[config.mk]
export PLATFORM = sky130hd
export DESIGN_NAME = dmem_arbiter
export DESIGN_NICKNAME = d
export VERILOG_FILES = /design/src/rtl/dmem_arbiter.sv
export SDC_FILE = /design/constraint.sdc
export NUM_CORES = 1
export LEC_CHECK = 0
export BUFFER_PORTS_ARGS = -buffer_cell sky130_fd_sc_hd__buf_2
export CAP_MARGIN = 40
export CORE_ASPECT_RATIO = 1.75
export CORE_MARGIN = 2
export CORE_UTILIZATION = 46
export DETAILED_ROUTE_END_ITERATION = 12
export GPL_ROUTABILITY_DRIVEN = 0
export GPL_TIMING_DRIVEN = 0
export MAX_ROUTING_LAYER = met4
export PLACE_DENSITY_LB_ADDON = 0.15
export SLEW_MARGIN = 25
export SYNTH_ARGS = -nofsm -noshare
export SYNTH_HDL_FRONTEND = slang
export SYNTH_SLANG_ARGS = --single-unit
[constraint.sdc]
create_clock -name clk -period 1.85 [get_ports clk]
set_input_delay 0.0925 -clock clk [delete_from_list [all_inputs] [get_ports clk]]
set_output_delay 0.0925 -clock clk [all_outputs]
set_load 0.01 [all_outputs]
[src/rtl/dmem_arbiter.sv]
// Two-port (core, DMA) arbiter in front of a single-ported data memory.
// Build option: define DMEM_ARB_RR_EN for round-robin arbitration; default is fixed core-first priority.
module dmem_arbiter #(
  parameter int ADDR_W = 6,
  parameter int DATA_W = 32
) (
  input  logic              clk,
  input  logic              rst,
  // core port
  input  logic              c_req,
  input  logic              c_we,
  input  logic [31:0]       c_addr,
  input  logic [DATA_W-1:0] c_wdata,
  output logic              c_ack,
  output logic              c_err,
  output logic [DATA_W-1:0] c_rdata,
  // DMA port
  input  logic              d_req,
  input  logic              d_we,
  input  logic [31:0]       d_addr,
  input  logic [DATA_W-1:0] d_wdata,
  output logic              d_ack,
  output logic              d_err,
  output logic [DATA_W-1:0] d_rdata,
  // memory side
  output logic              MemRW,
  output logic [31:0]       mem_addr,
  output logic [DATA_W-1:0] mem_wdata,
  input  logic [DATA_W-1:0] mem_rdata,
  output logic              busy
);

  // state  | meaning
  // IDLE   | waiting for a request; arbitrates and latches the winner's payload
  // ACCESS | one memory cycle for the latched transaction
  // RESP   | ack/err/rdata presented to the winning port for one cycle
  typedef enum logic [1:0] {
    IDLE   = 2'd0,
    ACCESS = 2'd1,
    RESP   = 2'd2
  } state_t;

  state_t            state_q, state_d;
  logic              gnt_q, gnt_d;        // 0 = core, 1 = DMA
  logic              we_q, we_d;
  logic [31:0]       addr_q, addr_d;
  logic [DATA_W-1:0] wdata_q, wdata_d;
  logic [DATA_W-1:0] c_rdata_q, c_rdata_d;
  logic [DATA_W-1:0] d_rdata_q, d_rdata_d;
  logic              pick_dma;
  logic              out_of_range;
  logic [DATA_W-1:0] resp_data;
  logic              mem_rw;

`ifdef DMEM_ARB_RR_EN
  logic              rr_q, rr_d;          // 1 = DMA favoured on a tie
`endif

  assign out_of_range = |addr_q[31:ADDR_W];

  always_comb begin
`ifdef DMEM_ARB_RR_EN
    pick_dma = d_req && (!c_req || rr_q);
`else
    pick_dma = !c_req;
`endif
  end

  always_comb begin
    state_d   = state_q;
    gnt_d     = gnt_q;
    we_d      = we_q;
    addr_d    = addr_q;
    wdata_d   = wdata_q;
    c_rdata_d = c_rdata_q;
    d_rdata_d = d_rdata_q;
    resp_data = '0;
`ifdef DMEM_ARB_RR_EN
    rr_d      = rr_q;
`endif

    case (state_q)
      IDLE: begin
        if (c_req || d_req) begin
          gnt_d   = pick_dma;
          we_d    = pick_dma ? d_we    : c_we;
          addr_d  = pick_dma ? d_addr  : c_addr;
          wdata_d = pick_dma ? d_wdata : c_wdata;
          state_d = ACCESS;
`ifdef DMEM_ARB_RR_EN
          rr_d    = ~pick_dma;
`endif
        end
      end
      ACCESS: begin
        // writes and out-of-range accesses return zero read data
        if (!we_q && !out_of_range) begin
          resp_data = mem_rdata;
        end
        if (gnt_q) begin
          d_rdata_d = resp_data;
        end else begin
          c_rdata_d = resp_data;
        end
        state_d = RESP;
      end
      RESP: begin
        state_d = IDLE;
      end
      default: begin
        state_d = IDLE;
      end
    endcase
  end

  always_comb begin
    mem_rw    = 1'b1;
    mem_addr  = '0;
    mem_wdata = '0;
    if (state_q == ACCESS && !out_of_range) begin
      mem_addr = addr_q;
      if (we_q) begin
        mem_rw    = 1'b0;
        mem_wdata = wdata_q;
      end
    end
  end

  always_ff @(posedge clk) begin
    if (rst) begin
      state_q   <= IDLE;
      gnt_q     <= 1'b0;
      we_q      <= 1'b0;
      addr_q    <= '0;
      wdata_q   <= '0;
      c_rdata_q <= '0;
      d_rdata_q <= '0;
`ifdef DMEM_ARB_RR_EN
      rr_q      <= 1'b0;
`endif
    end else begin
      state_q   <= state_d;
      gnt_q     <= gnt_d;
      we_q      <= we_d;
      addr_q    <= addr_d;
      wdata_q   <= wdata_d;
      c_rdata_q <= c_rdata_d;
      d_rdata_q <= d_rdata_d;
`ifdef DMEM_ARB_RR_EN
      rr_q      <= rr_d;
`endif
    end
  end

  assign MemRW   = mem_rw;
  assign busy    = (state_q != IDLE);
  assign c_ack   = (state_q == RESP) && !gnt_q;
  assign d_ack   = (state_q == RESP) &&  gnt_q;
  assign c_err   = c_ack && out_of_range;
  assign d_err   = d_ack && out_of_range;
  assign c_rdata = c_rdata_q;
  assign d_rdata = d_rdata_q;

endmodule

==> Flow_metrics.wiki, run 1 <==
{| class="wikitable"
! Metric !! Value
|-
| Outcome || finished, violations left
|-
| Violations in the final reports || negative setup slack
|-
| H-tree level count || 4
|-
| Total Wirelength || 20.31 mm
|-
| Filler cell count || 986
|-
| Net count, final || 1169
|-
| # DRC || 0
|-
| Maximum fanout encountered on the critical timing path || 6
|-
| Horiz. Die Dim || 91.25 um
|-
| Sequential share of the synthesized area || 43.12%
|-
| R2R depth || 8
|-
| Mapped Area || 6128 sq um
|-
| Final clock period utilization by the worst path || 119.5%
|-
| Startpoint Class || flip-flop
|-
| Layout Utilization || 74.71%
|-
| Number of hold-slack violations in the final timing report || 0
|-
| Drt first-iter violations || 213
|-
| Residual antenna-violating net count after detailed routing || 0
|-
| Clock Skew || 0.009492 ns
|-
| Most area-hungry cell type in the Yosys netlist || sky130_fd_sc_hd__dfxtp_1
|-
| Count of standard-cell rows || 55
|-
| Chip Height || 156.7 um
|-
| Portion of total power attributed to sequential cells || 41.2%
|-
| Max-cap viol count || 0
|-
| Sum of buffers and inverters on the critical path || 4
|-
| Netlist cell types || 27
|-
| Fraction of synthesized cell area taken by the top area cell type || 43.12%
|-
| Power density normalized to cell area || 780.1 nW/um^2
|-
| Tmin final || 2.210 ns
|-
| Wire length of the first global-routing pass || 31.11 mm
|-
| Crit path kind || flip-flop to flip-flop
|-
| Critical Path AT || 2.53 ns
|-
| Storage cell area || 2649 sq um
|-
| Relative area change from synthesis to final layout || 58.55%
|-
| Warnings, synthesis || 0
|-
| Setup repair after global routing missed its margin || yes
|-
| Clock edge transition at the registers on the reported setup and hold paths || 0.06 ns
|-
| Register bit total from synthesis || 132
|-
| Launch point of the worst hold path || d_addr[22]
|-
| Total congestion overflow after global routing || 0
|-
| Clk sinks || 132
|-
| Data required time at the worst endpoint || 2.17 ns
|-
| Instance area at placement || 7796 sq um
|-
| LEAKAGE || 4.483 nW
|-
| TritonCTS clock tree || done
|-
| Logic pwr share || 14.5%
|-
| Final setup vio count || 105
|-
| Kind of end point of the critical path || flip-flop
|-
| Worst min-delay path category || input pin to flip-flop
|-
| Number of buffers created by CTS || 17
|-
| Starting Density || 47.12%
|-
| Post-synthesis cell count || 646
|-
| GRT busiest layer || met2
|-
| Ports || 300
|-
| Pin count of the biggest net entering global routing || 17
|-
| Actual slew at the worst max-slew pin || 0.9948 ns
|-
| Internal power consumption || 0.005542 W
|-
| Crit Reg-Reg Endpoint || d_rdata[23]
|-
| Antenna violations before repair || 0
|-
| Global-route usage over all layers || 28.02%
|-
| Multi-input combinational cell area || 3550 sq um
|-
| Detailed-placement wirelength estimate || 14.13 mm
|-
| Met1 demand-to-capacity share in global routing || 27.31%
|-
| Maximum clock frequency || 0.4525 GHz
|-
| Power share of the clock group || 44.3%
|-
| Commonest non-fill, non-tap cells in the layout || 250 x sky130_fd_sc_hd__buf_2, 127 x sky130_fd_sc_hd__dfxtp_1, 67 x sky130_fd_sc_hd__nor2_1, 66 x sky130_fd_sc_hd__a211oi_1
|-
| FF-to-FF setup slack || -0.36 ns
|-
| Count of TritonRoute iterations in the first routing pass || 4
|-
| Longest Clk Path Bufs || 2
|-
| Count of buffers inserted at the top-level ports || 271
|-
| # diodes || 0
|-
| Worst ir drop on vdd || 0.0006015 V
|-
| Via density || 5.206
|-
| Psw || 0.002038 W
|-
| Met2 usage || 53.37%
|-
| Slowest cell on the critical path || sky130_fd_sc_hd__or3_4
|-
| Number of global-route vias before repair || 6278
|-
| Die Outline Area || 14300 sq um
|-
| Cell chosen for the clock root || sky130_fd_sc_hd__clkbuf_16
|-
| Most area-consuming cells after synthesis || sky130_fd_sc_hd__dfxtp_1 43%, sky130_fd_sc_hd__mux2i_1 11%, sky130_fd_sc_hd__a211oi_1 8.1%
|-
| CP Depth || 8
|-
| Number of slew-limit violations in the final report || 0
|-
| Cell family contributing the most delay on the critical path || simple AND/OR/NAND/NOR gates
|-
| Commonest non-fill, non-tap cell in the layout || sky130_fd_sc_hd__buf_2
|-
| Routed length per instance || 17.11 um
|-
| Switching power share of the total || 26.88%
|-
| Vias || 6179
|-
| Min setup slack post-route || -0.3602 ns
|-
| Crit path from || addr_q[6]
|-
| Mean post-synth cell area || 9.487 sq um
|-
| Final instance area || 9717 sq um
|-
| Worst r2r src || addr_q[6]
|-
| Later-pin clock latency in the skew report || 0.42 ns
|-
| Core Area || 13010 sq um
|-
| Peak per-stage delay on the critical path || 0.39 ns
|-
| Most Frequent Cell on Critical Path || sky130_fd_sc_hd__buf_12
|-
| Met3 routing resource usage after global routing || 5.729%
|-
| Layout cells sized above 1 || 44.98%
|-
| CP cell instances || nor4_2 -> nand4_1 -> buf_4 -> or3_4 -> buf_12 -> buf_12 -> buf_16 -> o31ai_2
|-
| Worst slew margin || 33.68%
|-
| Critical Path End || d_rdata[23]
|}
-- power groups by stage --
stage | registers, W | logic (W) | clock network, W
floorplan | 0.00313 | 0.000631 | 0
global placement | 0.00315 | 0.000958 | 0
detailed placement | 0.00315 | 0.000970 | 0
CTS | 0.00310 | 0.00105 | 0.00338
global route | 0.00314 | 0.00121 | 0.00351
finish | 0.00312 | 0.00110 | 0.00336
-- synth_stat cells --
library cell,number
sky130_fd_sc_hd__o31ai_2,6
sky130_fd_sc_hd__nand3_1,1
sky130_fd_sc_hd__o31ai_1,58
sky130_fd_sc_hd__nand4_1,1
sky130_fd_sc_hd__nor2_1,69
sky130_fd_sc_hd__a21oi_1,1
sky130_fd_sc_hd__nand2b_1,33
sky130_fd_sc_hd__a211oi_1,66
sky130_fd_sc_hd__buf_4,26
sky130_fd_sc_hd__nor2b_1,3
sky130_fd_sc_hd__conb_1,1
sky130_fd_sc_hd__nor3_1,1
sky130_fd_sc_hd__buf_2,9
sky130_fd_sc_hd__buf_1,7
sky130_fd_sc_hd__o21a_1,1
sky130_fd_sc_hd__and2_1,38
sky130_fd_sc_hd__nand3b_1,65
sky130_fd_sc_hd__or3_1,1
sky130_fd_sc_hd__dfxtp_1,132
sky130_fd_sc_hd__mux2i_1,65
sky130_fd_sc_hd__and3b_1,1
sky130_fd_sc_hd__buf_6,7
sky130_fd_sc_hd__clkbuf_1,42
sky130_fd_sc_hd__or2_2,1
sky130_fd_sc_hd__nor3b_1,1
sky130_fd_sc_hd__inv_1,3
sky130_fd_sc_hd__nor4_1,7
-- repair_timing --
| item | 4_1_cts | 5_1_grt |
|---|---|---|
| hold buffers | 20 | 0 |
| pin swaps | 78 | 21 |
| endpoints found under the setup margin | 113 | 169 |
| resized for setup | 121 | 73 |
| hold endpoints to repair | 35 | 0 |
| buffers inserted | 13 | 3 |
| gates cloned | 9 | 0 |
-- kinds of logic after synthesis --
logic type	synth area share (%)
DFF	43.12
AOI/OAI and AO/OA	16.62
muxes	10.62
buffers and inverters	8.391
and+or+nand+nor	21.19
other	0.06119
-- worst min-delay path: cells and delay by family --
kind	cells	cell delay [ns]
muxes	1	0.11
buffers and inverters	1	0.09
AOI/OAI and AO/OA	1	0.08
-- state kept, by name (all words and copies together) (netlist names) --
| register | count |
|---|---|
| addr_q | 32 |
| c_rdata | 32 |
| d_rdata | 32 |
| gnt_q | 1 |
| state_q | 2 |
| wdata_q | 32 |
| we_q | 1 |
-- per-layer routing --
metal | wire, um | vias to the layer above
li1 | - | 2977
met5 | 0 | -
met1 | 6984 | 2887
met2 | 11470 | 257
met4 | 686 | 0
met3 | 1163 | 58
-- worst min path at each step --
stage / to / depth (start not counted)
finish: addr_q[22] / 3
global route: addr_q[15] / 3
CTS: c_rdata[4] / 3
detailed placement: c_rdata[18] / 3
global placement: c_rdata[19] / 3
floorplan: c_rdata[10] / 2
-- through the flow --
stage	hold slack [ns]	setup WS, ns	total power, W	setup TNS [ns]	cells
2_1_floorplan	0.2706	0.1191	0.003765	0	671
3_3_place_gp	0.3913	-0.7554	0.004107	-24.23	1113
3_5_place_dp	0.3910	-0.4918	0.004124	-13.64	1114
4_1_cts	0.003032	-0.4737	0.007538	-38.82	1187
5_1_grt	0.02414	-0.4550	0.007854	-40.06	1187
6_report	0.01158	-0.3602	0.007580	-30.85	1187
-- cell type report --
cell class / instances / share of cell area, %
Buffer: 88 / 5.807
Clock buffer: 18 / 4.520
Clock inverter: 14 / 1.558
Inverter: 3 / 0.1159
Multi-Input combinational cell: 445 / 36.53
Sequential cell: 132 / 27.26
Tap cell: 171 / 2.202
Timing Repair Buffer: 316 / 22.01
Power figures use the tool's default switching activity.
==> inputs of run 2 (changes only) <==
--- a/config.mk
+++ b/config.mk
@@ -7,9 +7,11 @@
 export LEC_CHECK = 0
 export BUFFER_PORTS_ARGS = -buffer_cell sky130_fd_sc_hd__buf_2
 export CAP_MARGIN = 40
+export CELL_PAD_IN_SITES_DETAIL_PLACEMENT = 0
+export CELL_PAD_IN_SITES_GLOBAL_PLACEMENT = 1
 export CORE_ASPECT_RATIO = 1.75
 export CORE_MARGIN = 2
-export CORE_UTILIZATION = 46
+export CORE_UTILIZATION = 33
 export DETAILED_ROUTE_END_ITERATION = 12
 export GPL_ROUTABILITY_DRIVEN = 0
 export GPL_TIMING_DRIVEN = 0
==> run 2 against run 1 <==
The run still ends with negative setup slack left. Final cell count grew 5.9%. Clock-buffer cell count grew 1. Sequential share of layout area shrank 1.8 points.
==> Flow_metrics.wiki, run 2 (same netlist as run 1, synthesis figures left out) <==
{| class="wikitable"
! Metric !! Value
|-
| Outcome || finished, violations left
|-
| Violations in the final reports || negative setup slack
|-
| Most Frequent Cell on Critical Path || sky130_fd_sc_hd__buf_6
|-
| Chip Height || 184.3 um (+18%)
|-
| Ports || 300 (unchanged)
|-
| Clk sinks || 132 (unchanged)
|-
| Actual slew at the worst max-slew pin || 0.7558 ns (-0.2390 ns)
|-
| Kind of end point of the critical path || output pin
|-
| Number of slew-limit violations in the final report || 0 (unchanged)
|-
| Inst Count DP || 1180 (+5.9%)
|-
| Final clock period utilization by the worst path || 121.4% (+1.9 points)
|-
| Number of buffers created by CTS || 17 (unchanged)
|-
| Commonest non-fill, non-tap cell in the layout || sky130_fd_sc_hd__buf_2
|-
| Core Area || 18420 sq um (+42%)
|-
| Worst ir drop on vdd || 0.0003756 V (-38%)
|-
| H-tree level count || 4 (unchanged)
|-
| Slowest cell on the critical path || sky130_fd_sc_hd__dfxtp_1
|-
| Number of hold-slack violations in the final timing report || 0 (unchanged)
|-
| Routed length per instance || 16.97 um (-0.80%)
|-
| Sum of negative setup slack || -26.47 ns (+4.381 ns)
|-
| Number of global-route vias before repair || 6238 (-0.64%)
|-
| Multi-input combinational cell area || 4011 sq um (+13%)
|-
| Net count, final || 1172 (+0.26%)
|-
| Filler cell count || 1752 (+78%)
|-
| Layout cells sized above 1 || 49.07% (+4.1 points)
|-
| Worst slew margin || 49.61% (+16 points)
|-
| # DRC || 0 (unchanged)
|-
| Relative area change from synthesis to final layout || 69.74%
|-
| CP cell instances || nor4_1 -> nand3_1 -> buf_6 -> nor4_4 -> buf_6 -> buf_6 -> and2_4 -> buf_6
|-
| Tightest hold margin || 0.01342 ns (+0.001843 ns)
|-
| Filler-free cell count of the finished design || 1257 (+5.9%)
|-
| Via density || 4.804 (-7.7%)
|-
| Peak per-stage delay on the critical path || 0.31 ns (-0.08 ns)
|-
| Longest Clk Path Bufs || 2 (unchanged)
|-
| Setup repair after global routing missed its margin || yes
|-
| Max-cap viol count || 0 (unchanged)
|-
| Global-route usage over all layers || 21.79% (-6.2 points)
|-
| Storage cell area || 2648 sq um (about the same)
|-
| Vias || 6039 (-2.3%)
|-
| Clock Skew || 0.01436 ns (+0.004865 ns)
|-
| Worst r2r src || addr_q[12]
|-
| Maximum fanout encountered on the critical timing path || 7 (+1)
|-
| Horiz. Die Dim || 107.0 um (+17%)
|-
| Startpoint Class || flip-flop
|-
| Tmin final || 2.245 ns (+0.03487 ns)
|-
| Power density normalized to cell area || 753.3 nW/um^2 (-3.4%)
|-
| # diodes || 0 (unchanged)
|-
| Detailed-placement wirelength estimate || 15.41 mm (+9.1%)
|-
| TritonCTS clock tree || done
|-
| Starting Density || 33.28% (-14 points)
|-
| Crit path kind || flip-flop to output pin
|-
| Crit path from || addr_q[19]
|-
| Later-pin clock latency in the skew report || 0.42 ns (about the same)
|-
| Min setup slack post-route || -0.3951 ns (-0.03487 ns)
|-
| Total congestion overflow after global routing || 0 (unchanged)
|-
| Maximum clock frequency || 0.4454 GHz (-1.6%)
|-
| Critical Path AT || 2.15 ns (-0.38 ns)
|-
| Data required time at the worst endpoint || 1.76 ns (-0.41 ns)
|-
| Pin count of the biggest net entering global routing || 17 (unchanged)
|-
| Drt first-iter violations || 154 (-28%)
|-
| Launch point of the worst hold path || d_addr[27]
|-
| Worst min-delay path category || input pin to flip-flop
|-
| Count of TritonRoute iterations in the first routing pass || 4 (unchanged)
|-
| Wire length of the first global-routing pass || 31.83 mm (+2.3%)
|-
| Die Outline Area || 19720 sq um (+38%)
|-
| Count of standard-cell rows || 66 (+20%)
|-
| Clock edge transition at the registers on the reported setup and hold paths || 0.06 ns (about the same)
|-
| Antenna violations before repair || 0 (unchanged)
|-
| Total Wirelength || 21.33 mm (+5.0%)
|-
| Cell chosen for the clock root || sky130_fd_sc_hd__clkbuf_16
|-
| Final setup vio count || 105 (unchanged)
|-
| Residual antenna-violating net count after detailed routing || 0 (unchanged)
|-
| Count of buffers inserted at the top-level ports || 271 (unchanged)
|-
| Commonest non-fill, non-tap cells in the layout || 243 x sky130_fd_sc_hd__buf_2, 128 x sky130_fd_sc_hd__dfxtp_1, 68 x sky130_fd_sc_hd__nor2_1, 66 x sky130_fd_sc_hd__a211oi_1
|-
| LEAKAGE || 4.626 nW (+3.2%)
|}
[run 2: cell count changes in the layout (fill, tap and decap cells not counted), moves of 7 or more]
cell                            delta
sky130_fd_sc_hd__o31ai_4          +31
sky130_fd_sc_hd__dlygate4sd3_1     +7
sky130_fd_sc_hd__buf_2             -7
sky130_fd_sc_hd__o31ai_1          -28
sky130_fd_sc_hd__and2_4           +14
sky130_fd_sc_hd__buf_6            +11
sky130_fd_sc_hd__and2_1           -14
[run 2: cell type report]
cell class,instances,share of cell area [%]
repair buffers,319,21.39
well taps,238,2.863
clock buffers,19,4.258
flip-flops and latches,132,25.45
inverters,3,0.1323
plain buffers,88,5.677
multi-input cells,445,38.56
clock inverters,13,1.672
[run 2: power by group]
| group | switching [W] | internal (W) | total, W |
|---|---|---|---|
| Sequential | 0.000109 | 0.00302 | 0.00312 |
| Clock | 0.00139 | 0.00218 | 0.00356 |
| Combinational | 0.000640 | 0.000508 | 0.00115 |
[run 2: critical path, delay by kind of cell (launching register included)]
| kind | cells | cell delay (ns) |
|---|---|---|
| AND/OR/NAND/NOR | 4 | 0.81 |
| buffers and inverters | 4 | 0.60 |
| flip-flops | 1 | 0.31 |
[run 2: metrics by stage]
| stage | area, sq um | power [W] | setup slack (ns) | util, % |
|---|---|---|---|---|
| final | 10400 | 0.007836 | -0.3951 | 56.49 |
| after global routing | 10400 | 0.008175 | -0.5277 | 56.49 |
| after CTS | 9602 | 0.007825 | -0.4315 | 52.14 |
| after detailed placement | 7883 | 0.004152 | -0.7192 | 42.80 |
| after global placement | 7876 | 0.004140 | -1.050 | 42.77 |
| after floorplan | 6222 | 0.003765 | 0.1191 | - |
[run 2: repair_timing]
item | in CTS | in global routing
hold buffers | 27 | 0
buffers inserted | 9 | 6
endpoints found under the setup margin | 155 | 160
resized for setup | 124 | 180
pin swaps | 94 | 55
hold endpoints to repair | 43 | 0
gates cloned | 11 | 0
[run 2: per-layer routing]
layer | part of all wire [%] | routed length [um] | vias up | GRT usage (%)
met5 | 0 | 0 | - | -
li1 | - | - | 2998 | -
met4 | 1.0 | 219 | 0 | 6.545
met1 | 37 | 7835 | 2831 | 21.62
met3 | 5.2 | 1115 | 17 | 5.092
met2 | 57 | 12160 | 193 | 41.50
[run 2: worst paths after layout]
kind / end / slack [ns] / cells past startpoint
min: addr_q[27] / 0.01 / 3
max reg2reg: d_rdata[24] / -0.27 / 8
max: mem_wdata[31] / -0.40 / 8
min reg2reg: d_rdata[17] / 0.50 / 2
